<file path="config.mk">
export PLATFORM = sky130hd
export DESIGN_NAME = pwm_capture
export DESIGN_NICKNAME = d
export VERILOG_FILES = /design/src/rtl/pwm_pkg.sv /design/src/rtl/pwm_duty_div.sv /design/src/rtl/pwm_capture.sv
export SDC_FILE = /design/constraint.sdc
export NUM_CORES = 1
export LEC_CHECK = 0
export ABC_AREA = 1
export CAP_MARGIN = 20
export CORE_ASPECT_RATIO = 0.6
export CORE_MARGIN = 8
export CORE_UTILIZATION = 28
export DETAILED_ROUTE_END_ITERATION = 6
export PLACE_DENSITY = 0.48
export SLEW_MARGIN = 20
export SYNTH_ARGS = -nofsm -noshare
export SYNTH_HDL_FRONTEND = slang
export SYNTH_SLANG_ARGS = --single-unit
</file>
<file path="constraint.sdc">
create_clock -name clk -period 1.64 [get_ports clk]
set_input_delay 0.246 -clock clk [delete_from_list [all_inputs] [get_ports clk]]
set_output_delay 0.246 -clock clk [all_outputs]
set_load 0.02 [all_outputs]
</file>
<file path="src/rtl/pwm_pkg.sv">
// Shared definitions for the PWM generator / capture pair.
package pwm_pkg;

    localparam int unsigned DUTY_W    = 3;
    localparam int unsigned DIV_STEPS = 3;
    localparam int unsigned STEP_W    = 2;

    localparam logic [DUTY_W-1:0] DUTY_MAX = '1;

    typedef enum logic [1:0] {
        IDLE = 2'd0,
        DIV  = 2'd1,
        DONE = 2'd2
    } div_state_t;

endpackage

</file>
<file path="src/rtl/pwm_duty_div.sv">
// Restoring divider: quotient = min(7, floor(8*high/period)), one bit per cycle, MSB first.
// done_c/quotient_c are look-ahead: they are valid in the cycle of the last DIV step,
// so a consumer can register the result in the same edge the FSM enters DONE.
module pwm_duty_div
    import pwm_pkg::*;
#(
    parameter int unsigned CNT_W = 16
) (
    input  logic              clk,
    input  logic              rst_n,
    input  logic              clear,
    input  logic              start,
    input  logic [CNT_W-1:0]  high,
    input  logic [CNT_W-1:0]  period,
    output logic              busy,
    output logic              done_c,
    output logic [DUTY_W-1:0] quotient_c
);

    localparam int unsigned REM_W = CNT_W + 1;

    div_state_t         state;
    div_state_t         state_n;
    logic [REM_W-1:0]   rem;
    logic [REM_W-1:0]   rem_n;
    logic [CNT_W-1:0]   den;
    logic [CNT_W-1:0]   den_n;
    logic [DUTY_W-1:0]  quo;
    logic [DUTY_W-1:0]  quo_n;
    logic [STEP_W-1:0]  step;
    logic [STEP_W-1:0]  step_n;
    logic               sat;
    logic               sat_n;

    logic [REM_W-1:0]   rem_sh;
    logic               ge;
    logic [REM_W-1:0]   rem_step;
    logic [DUTY_W-1:0]  quo_step;

    // One restoring step on the current remainder
    always_comb begin
        rem_sh   = {rem[CNT_W-1:0], 1'b0};
        ge       = (rem_sh >= {1'b0, den});
        rem_step = ge ? (rem_sh - {1'b0, den}) : rem_sh;
        quo_step = {quo[DUTY_W-2:0], ge};
    end

    // State and datapath registers
    always_ff @(posedge clk) begin
        if (!rst_n) begin
            state <= IDLE;
            rem   <= '0;
            den   <= '0;
            quo   <= '0;
            step  <= '0;
            sat   <= 1'b0;
            busy  <= 1'b0;
        end else begin
            state <= state_n;
            rem   <= rem_n;
            den   <= den_n;
            quo   <= quo_n;
            step  <= step_n;
            sat   <= sat_n;
            busy  <= (state_n == DIV);
        end
    end

    // Next state: clear wins, a start always (re)loads, otherwise step through DIV
    always_comb begin
        state_n    = state;
        rem_n      = rem;
        den_n      = den;
        quo_n      = quo;
        step_n     = step;
        sat_n      = sat;
        done_c     = 1'b0;
        quotient_c = sat ? DUTY_MAX : quo_step;

        if (clear) begin
            state_n = IDLE;
        end else if (start) begin
            state_n = DIV;
            rem_n   = {1'b0, high};
            den_n   = period;
            quo_n   = '0;
            step_n  = '0;
            sat_n   = (high >= period);
        end else begin
            case (state)
                IDLE: begin
                    state_n = IDLE;
                end
                DIV: begin
                    rem_n  = rem_step;
                    quo_n  = quo_step;
                    step_n = step + STEP_W'(1);
                    if (step == STEP_W'(DIV_STEPS - 1)) begin
                        state_n = DONE;
                        done_c  = 1'b1;
                    end
                end
                DONE: begin
                    state_n = IDLE;
                end
                default: begin
                    state_n = IDLE;
                end
            endcase
        end
    end

endmodule

</file>
<file path="src/rtl/pwm_capture.sv">
// Measures period and high time of an external PWM line and quantises the duty to 3 bits.
module pwm_capture
    import pwm_pkg::*;
#(
    parameter int unsigned CNT_W = 16
) (
    input  logic              clk,
    input  logic              rst_n,
    input  logic              enable,
    input  logic              pwm_in,
    output logic [CNT_W-1:0]  period,
    output logic [CNT_W-1:0]  high_time,
    output logic [DUTY_W-1:0] duty_code,
    output logic              valid,
    output logic              timeout
);

    localparam logic [CNT_W-1:0] CNT_MAX = '1;

    logic              sync1;
    logic              lvl;
    logic              lvl_d;
    logic [CNT_W-1:0]  period_cnt;
    logic [CNT_W-1:0]  high_cnt;
    logic              armed;

    logic              rise;
    logic              cnt_full;
    logic              cap;
    logic              to_hit;
    logic              div_busy;
    logic              div_done_c;
    logic [DUTY_W-1:0] div_quotient_c;

    assign rise     = lvl & ~lvl_d;
    assign cnt_full = (period_cnt == CNT_MAX);
    assign cap      = enable & rise & armed;
    // Fires once: timeout stays set (and the counter saturated) until the next rise
    assign to_hit   = enable & ~rise & cnt_full & ~timeout & ~div_busy;

    // Two-flop synchroniser plus edge-detect delay; runs regardless of enable
    always_ff @(posedge clk) begin
        if (!rst_n) begin
            sync1 <= 1'b0;
            lvl   <= 1'b0;
            lvl_d <= 1'b0;
        end else begin
            sync1 <= pwm_in;
            lvl   <= sync1;
            lvl_d <= lvl;
        end
    end

    // Period/high counters and arming
    always_ff @(posedge clk) begin
        if (!rst_n) begin
            period_cnt <= '0;
            high_cnt   <= '0;
            armed      <= 1'b0;
        end else if (!enable) begin
            period_cnt <= '0;
            high_cnt   <= '0;
            armed      <= 1'b0;
        end else if (rise) begin
            period_cnt <= CNT_W'(1);
            high_cnt   <= CNT_W'(1);
            armed      <= 1'b1;
        end else begin
            if (!cnt_full) begin
                period_cnt <= period_cnt + CNT_W'(1);
            end
            if (lvl && (high_cnt != CNT_MAX)) begin
                high_cnt <= high_cnt + CNT_W'(1);
            end
            if (to_hit) begin
                armed <= 1'b0;
            end
        end
    end

    // Captured results, duty code, valid pulse and timeout flag
    always_ff @(posedge clk) begin
        if (!rst_n) begin
            period    <= '0;
            high_time <= '0;
            duty_code <= '0;
            valid     <= 1'b0;
            timeout   <= 1'b0;
        end else begin
            valid <= 1'b0;
            if (enable) begin
                if (cap) begin
                    period    <= period_cnt;
                    high_time <= high_cnt;
                end
                if (rise) begin
                    timeout <= 1'b0;
                end
                if (div_done_c) begin
                    duty_code <= div_quotient_c;
                    valid     <= 1'b1;
                end
                if (to_hit) begin
                    timeout   <= 1'b1;
                    duty_code <= lvl ? DUTY_MAX : '0;
                    valid     <= 1'b1;
                end
            end
        end
    end

    pwm_duty_div #(
        .CNT_W (CNT_W)
    ) u_div (
        .clk        (clk),
        .rst_n      (rst_n),
        .clear      (~enable),
        .start      (cap),
        .high       (high_cnt),
        .period     (period_cnt),
        .busy       (div_busy),
        .done_c     (div_done_c),
        .quotient_c (div_quotient_c)
    );

endmodule

</file>
==> reports/qor.csv, run 1 <==
stage,metric,value,unit
layout,final_common_cell,nand2_1,
clock_network,clk_pin_slew,0.07,ns
place,hpwl,16000,um
worst_setup_path,path_class,reg -> reg,
place,place_congestion,0.874,
drt,dr.pass1.iters,4,
worst_setup_path,cp_max_fo,4,
worst_setup_path,endpoint_kind,flop,
power_and_ir_drop,power_density,531,mW/mm2
sta,drv_slew,0,
worst_setup_path,r2r-end,u_div.rem[2],
min_path,holdCritStartpoint,sync1,
place,post_dp_cell_area,0.00790,mm2
floorplanning,rows,40,
worst_setup_path,r2r_cells,13,
floorplanning,die_width,200,um
sta,fmax,525,MHz
global_route,grt_pass1_wl,31500,um
floorplanning,dieHeight,126,um
worst_setup_path,start_kind,flop,
yosys,yosysUniqueCellTypes,41,
global_route,grt_pass1_vias,5593,
sta,setup_viol,27,
drt,postRouteWirelength,21300,um
power_and_ir_drop,peakVddDrop,0.000481,V
worst_setup_path,cpPeakStageDelay,0.36,ns
sta,fin_crit,1.90,ns
layout,area_growth,64.2,%
yosys,syn_nets,894,
layout,design_area,0.00933,mm2
global_route,antenna_found_initial,0,
drt,drc,0,
place,dp_slack,-0.288,ns
clock_network,cts_tree,yes,
min_path,min_to,lvl,
sta,hold_viol_final,0,
yosys,synth-seq-cells,97,
clock_network,clockRootBuffer,clkbuf_16,
floorplanning,initial_core_util,0.285,
drt,vias,6128,
clock_network,postCtsHoldBufs,0,
worst_setup_path,cp_data_required_time,1.93,ns
floorplanning,die-area,0.0253,mm2
yosys,avgSynthCellArea,6.65,um2
min_path,whs_path_depth,2,
sta,slew_headroom,0.655,
worst_setup_path,crit_slowest_cell,dfxtp_4,
clock_network,cts_sinks,97,
sta,min_period_over_period,1.16,
job,maxCapViolations,0,
worst_setup_path,rrSetupSlack,-0.26,ns
place,dp_cells,1312,
drt,wl_per_cell,15.7,um
clock_network,cts_max_level,3,
place,port_buffers,40,
drt,detail_route.iter0.violations,353,
drt,viasPerCell,4.52,
worst_setup_path,r2r_start,u_div.den[1],
worst_setup_path,arrival,2.20,ns
sta,worst_slack,-0.263,ns
layout,drive_gt1_frac,0.418,
worst_setup_path,crit_chain,inv_4 -> ha_4 -> ha_4 -> nand2_2 -> nor2_2 -> nand3_1 -> nor2_2 -> nor2_4 -> buf_6 -> buf_6 -> nand3_1 -> nand3_1 -> a21oi_2,
layout,final_cell_mix,"nand2_1 (191), buf_4 (169), inv_1 (114)",
sta,max_slew.worst_pin.slew,0.513,ns
clock_network,insertion_delay,0.36,ns
run_status,status,"finished, violations left",
global_route,grt_overflow,0,
global_route,grt_usage,0.160,
layout,nets,1118,
sta,finClkSkew,0.00806,ns
clock_network,clk_path_buf_depth,2,
yosys,syn_inst,854,
layout,antenna_cells,0,
yosys,netlist_area,0.00568,mm2
global_route,grt_max_degree,26,
floorplanning,pin_count,41,
min_path,hold_path_class,reg -> reg,
power_and_ir_drop,p_leak,0.00405,uW
layout,layoutNonFillerInstCount,1356,
run_status,violations,setup timing,
drt,drtAntennaViolNets,0,
worst_setup_path,critPathMostFrequentCell,nand3_1,
sta,grt_setup_unrepaired,yes,
floorplanning,coreArea,0.0200,mm2
clock_network,cts_inserted_buffers,9,
yosys,yosysWarnings,0,
yosys,ys_seq_area_frac,0.342,
[layer usage]
| layer | share of wire | track usage | up-vias |
|---|---|---|---|
| li1 | - | - | 3199 |
| met1 | 0.55 | 0.260 | 2804 |
| met2 | 0.39 | 0.205 | 116 |
| met3 | 0.052 | 0.0343 | 9 |
| met4 | 0.0059 | 0.0272 | 0 |
| met5 | 0 | 0 | - |
[how the worst max path moves through the flow]
stage,start,end,slack [ns],depth (start not counted)
after floorplan,u_div.den[1],u_div.rem[14],-0.1,13
after global placement,u_div.den[15],u_div.rem[15],-0.29,12
after detailed placement,u_div.den[15],u_div.rem[13],-0.29,12
after CTS,u_div.den[14],u_div.rem[9],-0.20,14
after global routing,u_div.den[1],u_div.rem[2],-0.35,13
final,u_div.den[1],u_div.rem[2],-0.26,13
[registers in the layout, indices dropped and copies added (netlist names)]
| register | cells |
|---|---|
| lvl_d | 1 |
| u_div.rem | 16 |
| u_div.quo | 2 |
| period_cnt | 16 |
| u_div.busy | 1 |
| valid | 1 |
| lvl | 1 |
| u_div.sat | 1 |
| u_div.step | 2 |
| u_div.den | 16 |
| high_time | 16 |
| high_cnt | 16 |
| u_div.state | 2 |
| sync1 | 1 |
| armed | 1 |
| duty_code | 3 |
| timeout | 1 |
[cell usage after synthesis, drive strengths merged]
master  number  area share
o31ai        1      0.0013
nand4        9      0.0099
a21oi       96       0.085
nor4         2      0.0022
nand3b       1      0.0013
buf         10       0.012
clkinv       2      0.0015
ha          35       0.077
a211oi       2      0.0026
xnor2        5      0.0077
nor3b        1      0.0013
dfxtp       97        0.34
o21ai       49       0.043
inv        147       0.097
o21a         1      0.0013
a21o         1      0.0013
or2          2      0.0022
and2         3      0.0033
nand2      226        0.15
fa           1      0.0035
xor2         6      0.0092
a31oi        5      0.0055
nand3       68       0.064
nor2        48       0.040
nor3        22       0.022
clkbuf      13      0.0086
a21boi       1      0.0013
[cell type report]
cell class / count / area [um2]
inverters: 149 / 582
clock inverters: 4 / 51.3
clock buffers: 12 / 256
repair buffers: 233 / 2020
fillers: 2006 / 10600
multi-input cells: 588 / 4050
well taps: 273 / 342
flip-flops and latches: 97 / 2030
[power by group]
part / internal, uW / switching, uW / total, uW
combinational: 150 / 201 / 351
clock: 1270 / 987 / 2260
sequential: 2340 / 7.24 / 2340
[through the flow]
| step | hold WS (ns) | util | setup TNS, ns | power [uW] |
|---|---|---|---|---|
| finish | 0.430 | 0.467 | -4.42 | 4950 |
| global route | 0.465 | 0.467 | -6.64 | 5130 |
| CTS | 0.432 | 0.422 | -3.21 | 4940 |
| detailed placement | 0.409 | 0.396 | -11.20 | 2650 |
| global placement | 0.417 | 0.396 | -11.00 | 2650 |
| floorplan | 0.344 | - | -1.08 | 2530 |
[what timing repair did]
item,4_1_cts,5_1_grt
setup endpoints to repair,53,56
gates cloned,1,4
pin swaps,15,59
gates resized for setup,74,173
buffers inserted,5,22
[logic make-up (layout without fill, tap and decap cells)]
| family | after synthesis | in the layout | synth area share |
|---|---|---|---|
| XOR/XNOR | 11 | 11 | 0.0170 |
| adder cells (fa/ha/maj) | 36 | 36 | 0.0806 |
| buffers and inverters | 172 | 398 | 0.120 |
| flip-flops | 97 | 97 | 0.342 |
| AO/OA/AOI/OAI | 156 | 156 | 0.142 |
| AND/OR/NAND/NOR | 382 | 385 | 0.299 |
[critical path: cells and delay by family (launching register included)]
kind | cells | cell delay, ns
and+or+nand+nor | 7 | 0.64
adders and majority gates | 2 | 0.41
DFF | 1 | 0.36
buffers and inverters | 3 | 0.31
AOI/OAI and AO/OA | 1 | 0.11
No activity file was read; power rests on OpenSTA's default activity.
==> run 2, diff against run 1 <==
--- a/config.mk
+++ b/config.mk
@@ -9,9 +9,9 @@
 export CAP_MARGIN = 20
 export CORE_ASPECT_RATIO = 0.6
 export CORE_MARGIN = 8
-export CORE_UTILIZATION = 28
+export CORE_UTILIZATION = 54
 export DETAILED_ROUTE_END_ITERATION = 6
-export PLACE_DENSITY = 0.48
+export PLACE_DENSITY = 0.79
 export SLEW_MARGIN = 20
 export SYNTH_ARGS = -nofsm -noshare
 export SYNTH_HDL_FRONTEND = slang
==> reports/qor.csv, run 2 (same netlist as run 1, synthesis figures left out) <==
stage,metric,value,unit,change
sta,max_slew.worst_pin.slew,0.620,ns,+0.107 ns
min_path,hold_path_class,reg -> reg,,
sta,min_period_over_period,1.23,,+0.0662
sta,drv_slew,0,,unchanged
drt,wl_per_cell,18.9,um,+21%
layout,area_growth,52.3,%,
layout,nFillCells,579,,-71%
min_path,whs_path_depth,2,,unchanged
job,maxCapViolations,0,,unchanged
drt,vias,6950,,+13%
clock_network,cts_inserted_buffers,9,,unchanged
run_status,violations,setup timing,,
worst_setup_path,cp_max_fo,4,,unchanged
place,place_congestion,0.971,,+11%
sta,hold_viol_final,0,,unchanged
drt,drc,0,,unchanged
global_route,grt_max_degree,36,,+38%
worst_setup_path,r2r_cells,12,,-1
min_path,min_to,lvl,,
drt,drtAntennaViolNets,0,,unchanged
floorplanning,pin_count,41,,unchanged
layout,multiInputGateArea,0.00382,mm2,-5.6%
power_and_ir_drop,report.power.total,4710,uW,-4.9%
worst_setup_path,path_class,reg -> reg,,
power_and_ir_drop,power_density,544,mW/mm2,+2.6%
worst_setup_path,r2r-end,u_div.rem[5],,
sta,finClkSkew,0.00662,ns,-0.00143 ns
layout,nets,1086,,-2.9%
sta,worst_slack,-0.372,ns,-0.109 ns
global_route,antenna_found_initial,0,,unchanged
sta,grt_setup_unrepaired,yes,,
global_route,grt_overflow,0,,unchanged
layout,drive_gt1_frac,0.363,,-0.0548
clock_network,cts_max_level,3,,unchanged
drt,viasPerCell,5.84,,+29%
sta,finalSetupTns,-6.93,ns,-2.51 ns
global_route,grt_pass1_vias,5949,,+6.4%
global_route,grt_usage,0.268,,+0.108
power_and_ir_drop,p_leak,0.00387,uW,-4.5%
clock_network,insertion_delay,0.35,ns,about the same
drt,detail_route.iter0.violations,869,,+150%
clock_network,clk_path_buf_depth,2,,unchanged
clock_network,cts_sinks,97,,unchanged
layout,layoutNonFillerInstCount,1190,,-12%
clock_network,cts_tree,yes,,
floorplanning,die_width,148,um,-26%
power_and_ir_drop,peakVddDrop,0.000595,V,+24%
run_status,status,"finished, violations left",,
worst_setup_path,cp_data_required_time,1.93,ns,about the same
clock_network,clk_pin_slew,0.07,ns,about the same
clock_network,clockRootBuffer,clkbuf_16,,
layout,seqCellArea,0.00203,mm2,+0.18%
drt,postRouteWirelength,22500,um,+5.9%
layout,final_cell_mix,"nand2_1 (202), buf_4 (142), inv_1 (120)",,
floorplanning,dieHeight,95.5,um,-24%
global_route,grt_pass1_wl,30000,um,-4.6%
layout,antenna_cells,0,,unchanged
worst_setup_path,r2r_start,u_div.den[1],,
sta,fmax,497,MHz,-5.4%
floorplanning,die-area,0.0142,mm2,-44%
sta,fin_crit,2.01,ns,+0.109 ns
sta,setup_viol,43,,+59%
drt,dr.pass1.iters,7,,+3
worst_setup_path,rrSetupSlack,-0.37,ns,-0.11 ns
floorplanning,coreArea,0.0104,mm2,-48%
floorplanning,initial_core_util,0.546,,+0.261
floorplanning,rows,29,,-28%
worst_setup_path,arrival,2.30,ns,+0.10 ns
worst_setup_path,endpoint_kind,flop,,
layout,final_common_cell,nand2_1,,
sta,slew_headroom,0.583,,-0.0718
worst_setup_path,start_kind,flop,,
place,hpwl,14300,um,-11%
place,port_buffers,40,,unchanged
min_path,holdCritStartpoint,sync1,,
place,dp_cells,1154,,-12%
-- run 2: changes by cell type in the layout (fill, tap and decap cells not counted), moves of 4 or more --
cell     previous run  this run
buf_4             169       142
nand3_1            26        42
nand3_2            34        19
nand2_1           191       202
nand2_2            29        19
a21oi_2            26        20
inv_1             114       120
a21oi_1            68        73
inv_2              27        23
nor2_1             25        29
-- run 2: stage by stage --
step           setup WS, ns  cell area [um2]  hold slack [ns]   util
4_1_cts              -0.204             8170            0.433  0.784
2_1_floorplan       -0.0981             5960            0.344      -
5_1_grt              -0.477             8650            0.455  0.831
3_3_place_gp         -0.254             7590            0.422  0.729
6_report             -0.372             8650            0.425  0.831
3_5_place_dp         -0.296             7590            0.417  0.729
-- run 2: per-layer routing --
layer / vias up / share of wire / track usage
met3: 100 / 0.13 / 0.0773
li1: 3132 / - / -
met1: 3185 / 0.40 / 0.357
met4: 0 / 0.038 / 0.0709
met5: - / 0 / 0
met2: 533 / 0.44 / 0.418
-- run 2: final cells by class --
type	count	share of cell area
tap	139	0.0201
timing repair buffer	203	0.205
sequential	97	0.235
inverter	149	0.0665
multi-input combinational	586	0.442
clock buffer	9	0.0260
clock inverter	7	0.00607
-- run 2: worst max path at each step --
stage	start	endpoint	slack [ns]	cells past startpoint
detailed placement	u_div.den[14]	u_div.rem[9]	-0.30	12
floorplan	u_div.den[1]	u_div.rem[14]	-0.1	13
global placement	u_div.den[14]	duty_code[0]	-0.25	11
global route	u_div.den[1]	u_div.rem[5]	-0.48	12
finish	u_div.den[1]	u_div.rem[5]	-0.37	12
CTS	u_div.den[14]	u_div.rem[2]	-0.20	12
-- run 2: worst max-delay path, stage by stage (launching register included) --
cell     delay, ns
dfxtp_4       0.37
inv_2         0.05
ha_4          0.27
buf_4         0.11
nand3_1       0.10
nand3_1       0.21
nand2_1       0.08
nand2_1       0.13
xor2_1        0.27
nand2_1       0.09
nand2_1       0.08
nand2_1       0.06
a21oi_2       0.13
-- run 2: power by group --
| part | total [uW] | leakage, uW | switching (uW) | internal, uW |
|---|---|---|---|---|
| clock | 2060 | 0.000133 | 1020 | 1040 |
| combinational | 300 | 0.00293 | 184 | 117 |
| sequential | 2340 | 0.000807 | 7.47 | 2340 |
-- run 2: repair_timing --
| action | CTS | global route |
|---|---|---|
| hold buffers | 0 | 0 |
| buffers inserted | 6 | 13 |
| gates resized for setup | 81 | 111 |
| setup endpoints to repair | 49 | 63 |
| gates cloned | 1 | 1 |
| pin swaps | 30 | 39 |
==> run 3, diff against run 2 <==
--- a/config.mk
+++ b/config.mk
@@ -8,11 +8,12 @@
 export ABC_AREA = 1
 export CAP_MARGIN = 20
 export CORE_ASPECT_RATIO = 0.6
-export CORE_MARGIN = 8
-export CORE_UTILIZATION = 54
+export CORE_MARGIN = 2
+export CORE_UTILIZATION = 55
 export DETAILED_ROUTE_END_ITERATION = 6
-export PLACE_DENSITY = 0.79
+export PLACE_DENSITY = 0.8
 export SLEW_MARGIN = 20
 export SYNTH_ARGS = -nofsm -noshare
 export SYNTH_HDL_FRONTEND = slang
+export SYNTH_HIERARCHICAL = 1
 export SYNTH_SLANG_ARGS = --single-unit
==> reports/qor.csv, run 3 <==
stage,metric,value,unit,change
power_and_ir_drop,clock_power_share,0.565,,+0.127
drt,wl_met1,10400,um,+16%
yosys,ys_top_cells_by_count,"nand2_1 (282), inv_1 (123), dfxtp_1 (113)",,
clock_network,cts_tree,yes,,
layout,antenna_cells,0,,unchanged
place,dp_slack,-0.450,ns,-0.155 ns
sta,grt_setup_unrepaired,yes,,
floorplanning,initial_core_util,0.571,,+0.0250
yosys,synthTopCellsByArea,"dfxtp_1 (35%), nand2_1 (16%), a21oi_1 (7.9%)",,
sta,setup_viol,23,,-47%
yosys,syn_inst,992,,+16%
worst_setup_path,endpoint_kind,flop,,
drt,drtAntennaViolNets,0,,unchanged
global_route,grt_pass1_wl,35500,um,+18%
worst_setup_path,worst-path-buf-inv,2,,unchanged
yosys,post-synth-top-count-cell,nand2_1,,
clock_network,insertion_delay,0.42,ns,+0.07 ns
clock_network,cts_sinks,113,,+16%
yosys,yosysTopAreaCell,dfxtp_1,,
power_and_ir_drop,p_leak,0.00454,uW,+17%
sta,worst_slack,-0.352,ns,+0.0202 ns
floorplanning,coreArea,0.0114,mm2,+9.6%
sta,slew_headroom,0.710,,+0.127
clock_network,postCtsHoldBufs,0,,unchanged
yosys,async_reset_ff_frac,0,,unchanged
worst_setup_path,r2r_cells,13,,+1
worst_setup_path,crit_chain,inv_1 -> ha_4 -> nand2_1 -> buf_4 -> nor2_2 -> nand2_1 -> nand2_2 -> nand3_2 -> nand2_1 -> nand2_1 -> nand3_1 -> nand3_1 -> a21oi_2,,
worst_setup_path,worstSetupPathDepth,13,,+1
layout,final_common_cell,nand2_1,,
clock_network,clk_path_buf_depth,2,,unchanged
yosys,netlist_area,0.00651,mm2,+15%
drt,viasPerCell,5.81,,-0.55%
yosys,avgSynthCellArea,6.56,um2,-1.3%
drt,dr.pass1.iters,6,,-1
sta,fin_crit,1.99,ns,-0.0202 ns
drt,met3_length,3260,um,+13%
worst_setup_path,startpoint,u_div/den[6],,
yosys,synth-seq-cells,113,,+16%
worst_setup_path,path_delay_family,simple AND/OR/NAND/NOR gates,,
worst_setup_path,cpPeakStageDelay,0.34,ns,-0.03 ns
sta,finClkSkew,0.00954,ns,+0.00291 ns
worst_setup_path,cp_data_required_time,1.99,ns,+0.06 ns
clock_network,clk_pin_slew,0.06,ns,about the same
drt,topRoutingLayerUsed,met4,,
drt,wl_per_cell,18.4,um,-2.7%
drt,drc,0,,unchanged
worst_setup_path,rrSetupSlack,-0.35,ns,+0.02 ns
floorplanning,die_width,144,um,-2.7%
worst_setup_path,critPathMostFrequentCell,nand2_1,,
sta,fmax,502,MHz,+1.0%
place,hpwl,15900,um,+12%
power_and_ir_drop,seq_power_share,0.393,,-0.105
drt,wl_met2,10400,um,+5.9%
clock_network,clockRootBuffer,clkbuf_16,,
yosys,synthFlopType,dfxtp_1,,
run_status,status,"finished, violations left",,
clock_network,cts_max_level,4,,+1
min_path,hold_path_class,in -> reg,,
power_and_ir_drop,peakVddDrop,0.000725,V,+22%
clock_network,cts_inserted_buffers,17,,+8
worst_setup_path,arrival,2.35,ns,+0.05 ns
global_route,grt_pass1_vias,6902,,+16%
place,place_congestion,0.970,,about the same
worst_setup_path,start_kind,flop,,
yosys,ys_seq_area_frac,0.347,,+0.00565
floorplanning,die-area,0.0128,mm2,-10%
worst_setup_path,r2r_start,u_div/den[6],,
run_status,violations,setup timing,,
floorplanning,dieHeight,88.3,um,-7.5%
yosys,yosysUniqueCellTypes,35,,-15%
worst_setup_path,crit_slowest_cell,dfxtp_1,,
global_route,antenna_found_initial,0,,unchanged
drt,vias,7847,,+13%
yosys,yosysWarnings,6,,+6
floorplanning,pin_count,41,,unchanged
yosys,syn_nets,1032,,+15%
drt,postRouteWirelength,24900,um,+10%
sta,min_period_over_period,1.21,,-0.0123
layout,final_cell_mix,"nand2_1 (256), buf_4 (138), inv_1 (105)",,
layout,area_growth,48.2,%,
layout,seqCellArea,0.00230,mm2,+13%
sta,drv_slew,0,,unchanged
drt,detail_route.iter0.violations,1144,,+32%
global_route,grt_max_degree,41,,+14%
power_and_ir_drop,intPower,5430,uW,+55%
global_route,grt_usage,0.366,,+0.0986
sta,hold_viol_final,0,,unchanged
worst_setup_path,r2r-end,u_div/rem[15],,
global_route,grt_overflow,0,,unchanged
layout,drive_gt1_frac,0.301,,-0.0629
power_and_ir_drop,report.power.total,7020,uW,+49%
power_and_ir_drop,switching_share,0.227,,-0.0303
place,port_buffers,40,,unchanged
job,maxCapViolations,0,,unchanged
power_and_ir_drop,power_density,728,mW/mm2,+34%
sta,max_slew.worst_pin.slew,0.434,ns,-0.186 ns
worst_setup_path,path_class,reg -> reg,,
power_and_ir_drop,switching_power,1600,uW,+32%
power_and_ir_drop,p_comb_frac,0.043,,-0.021
layout,multiInputGateArea,0.00429,mm2,+12%
yosys,synth-edff-count,0,,unchanged
yosys,netlist.area_leader.share,0.347,,+0.00565
floorplanning,rows,30,,+3.4%
layout,nets,1218,,+12%
worst_setup_path,cp_max_fo,4,,unchanged
worst_setup_path,crit_end,u_div/rem[15],,
layout,nFillCells,632,,+9.2%
## run 3: cell types whose count changed after synthesis, moves of 8 or more
| cell | change |
|---|---|
| nand3_1 | +18 |
| nor3_1 | -12 |
| nand2_1 | +61 |
| nor2_1 | +59 |
| dfxtp_1 | +16 |
| a21oi_1 | +8 |
| inv_1 | -17 |
| or2_2 | +8 |
## run 3: cell families after synthesis
group	count (synthesis)	synth area share
AOI/OAI and AO/OA	150	0.119
xor gates and xnor gates	15	0.0202
adders and majority gates	36	0.0703
buffers and inverters	158	0.0980
DFF	113	0.347
and+or+nand+nor	520	0.346
## run 3: stage by stage
step                utilization  TNS [ns]  cells  area [um2]  hold WS [ns]
floorplan                     -     -3.49    992        6650         0.344
global placement          0.720    -17.02   1307        8210         0.393
detailed placement        0.720    -18.33   1307        8210         0.404
CTS                       0.800     -5.09   1342        9130         0.375
global route              0.846     -7.16   1351        9650         0.368
finish                    0.846     -5.34   1351        9650         0.349
## run 3: worst min path at each step
stage,slack (ns),start,endpoint,cells after the start
floorplan,0.34,pwm_in,sync1,2
global placement,0.39,sync1,lvl,2
detailed placement,0.40,sync1,lvl,2
CTS,0.38,pwm_in,sync1,3
global route,0.37,enable,valid,3
finish,0.35,enable,valid,3
## run 3: power by group through the flow
stage	Sequential (uW)	Combinational, uW	Clock (uW)
global route	2760	312	4070
global placement	2820	238	0
CTS	2760	254	3930
floorplan	2820	124	0
detailed placement	2820	243	0
finish	2760	299	3970
## run 3: layout make-up
type / instances / share of cell area
clock buffer: 21 / 0.0499
clock inverter: 11 / 0.0158
inverter: 130 / 0.0521
multi-input combinational: 721 / 0.444
sequential: 113 / 0.239
tap: 160 / 0.0207
timing repair buffer: 195 / 0.179
## run 3: layer usage
metal,GRT usage,vias up
li1,-,3550
met1,0.539,3620
met2,0.528,568
met3,0.0979,109
met4,0.103,0
met5,0,-
## run 3: worst min-delay path, stage by stage
cell and delay, ns:
dlymetal6s2s_1 0.26, nand2_4 0.16, nor2_1 0.05
## run 3: what timing repair did
action	in CTS	in global routing
pin swaps	14	24
cloned	0	0
setup buffers	3	9
resized for setup	58	123
endpoints found under the setup margin	37	64
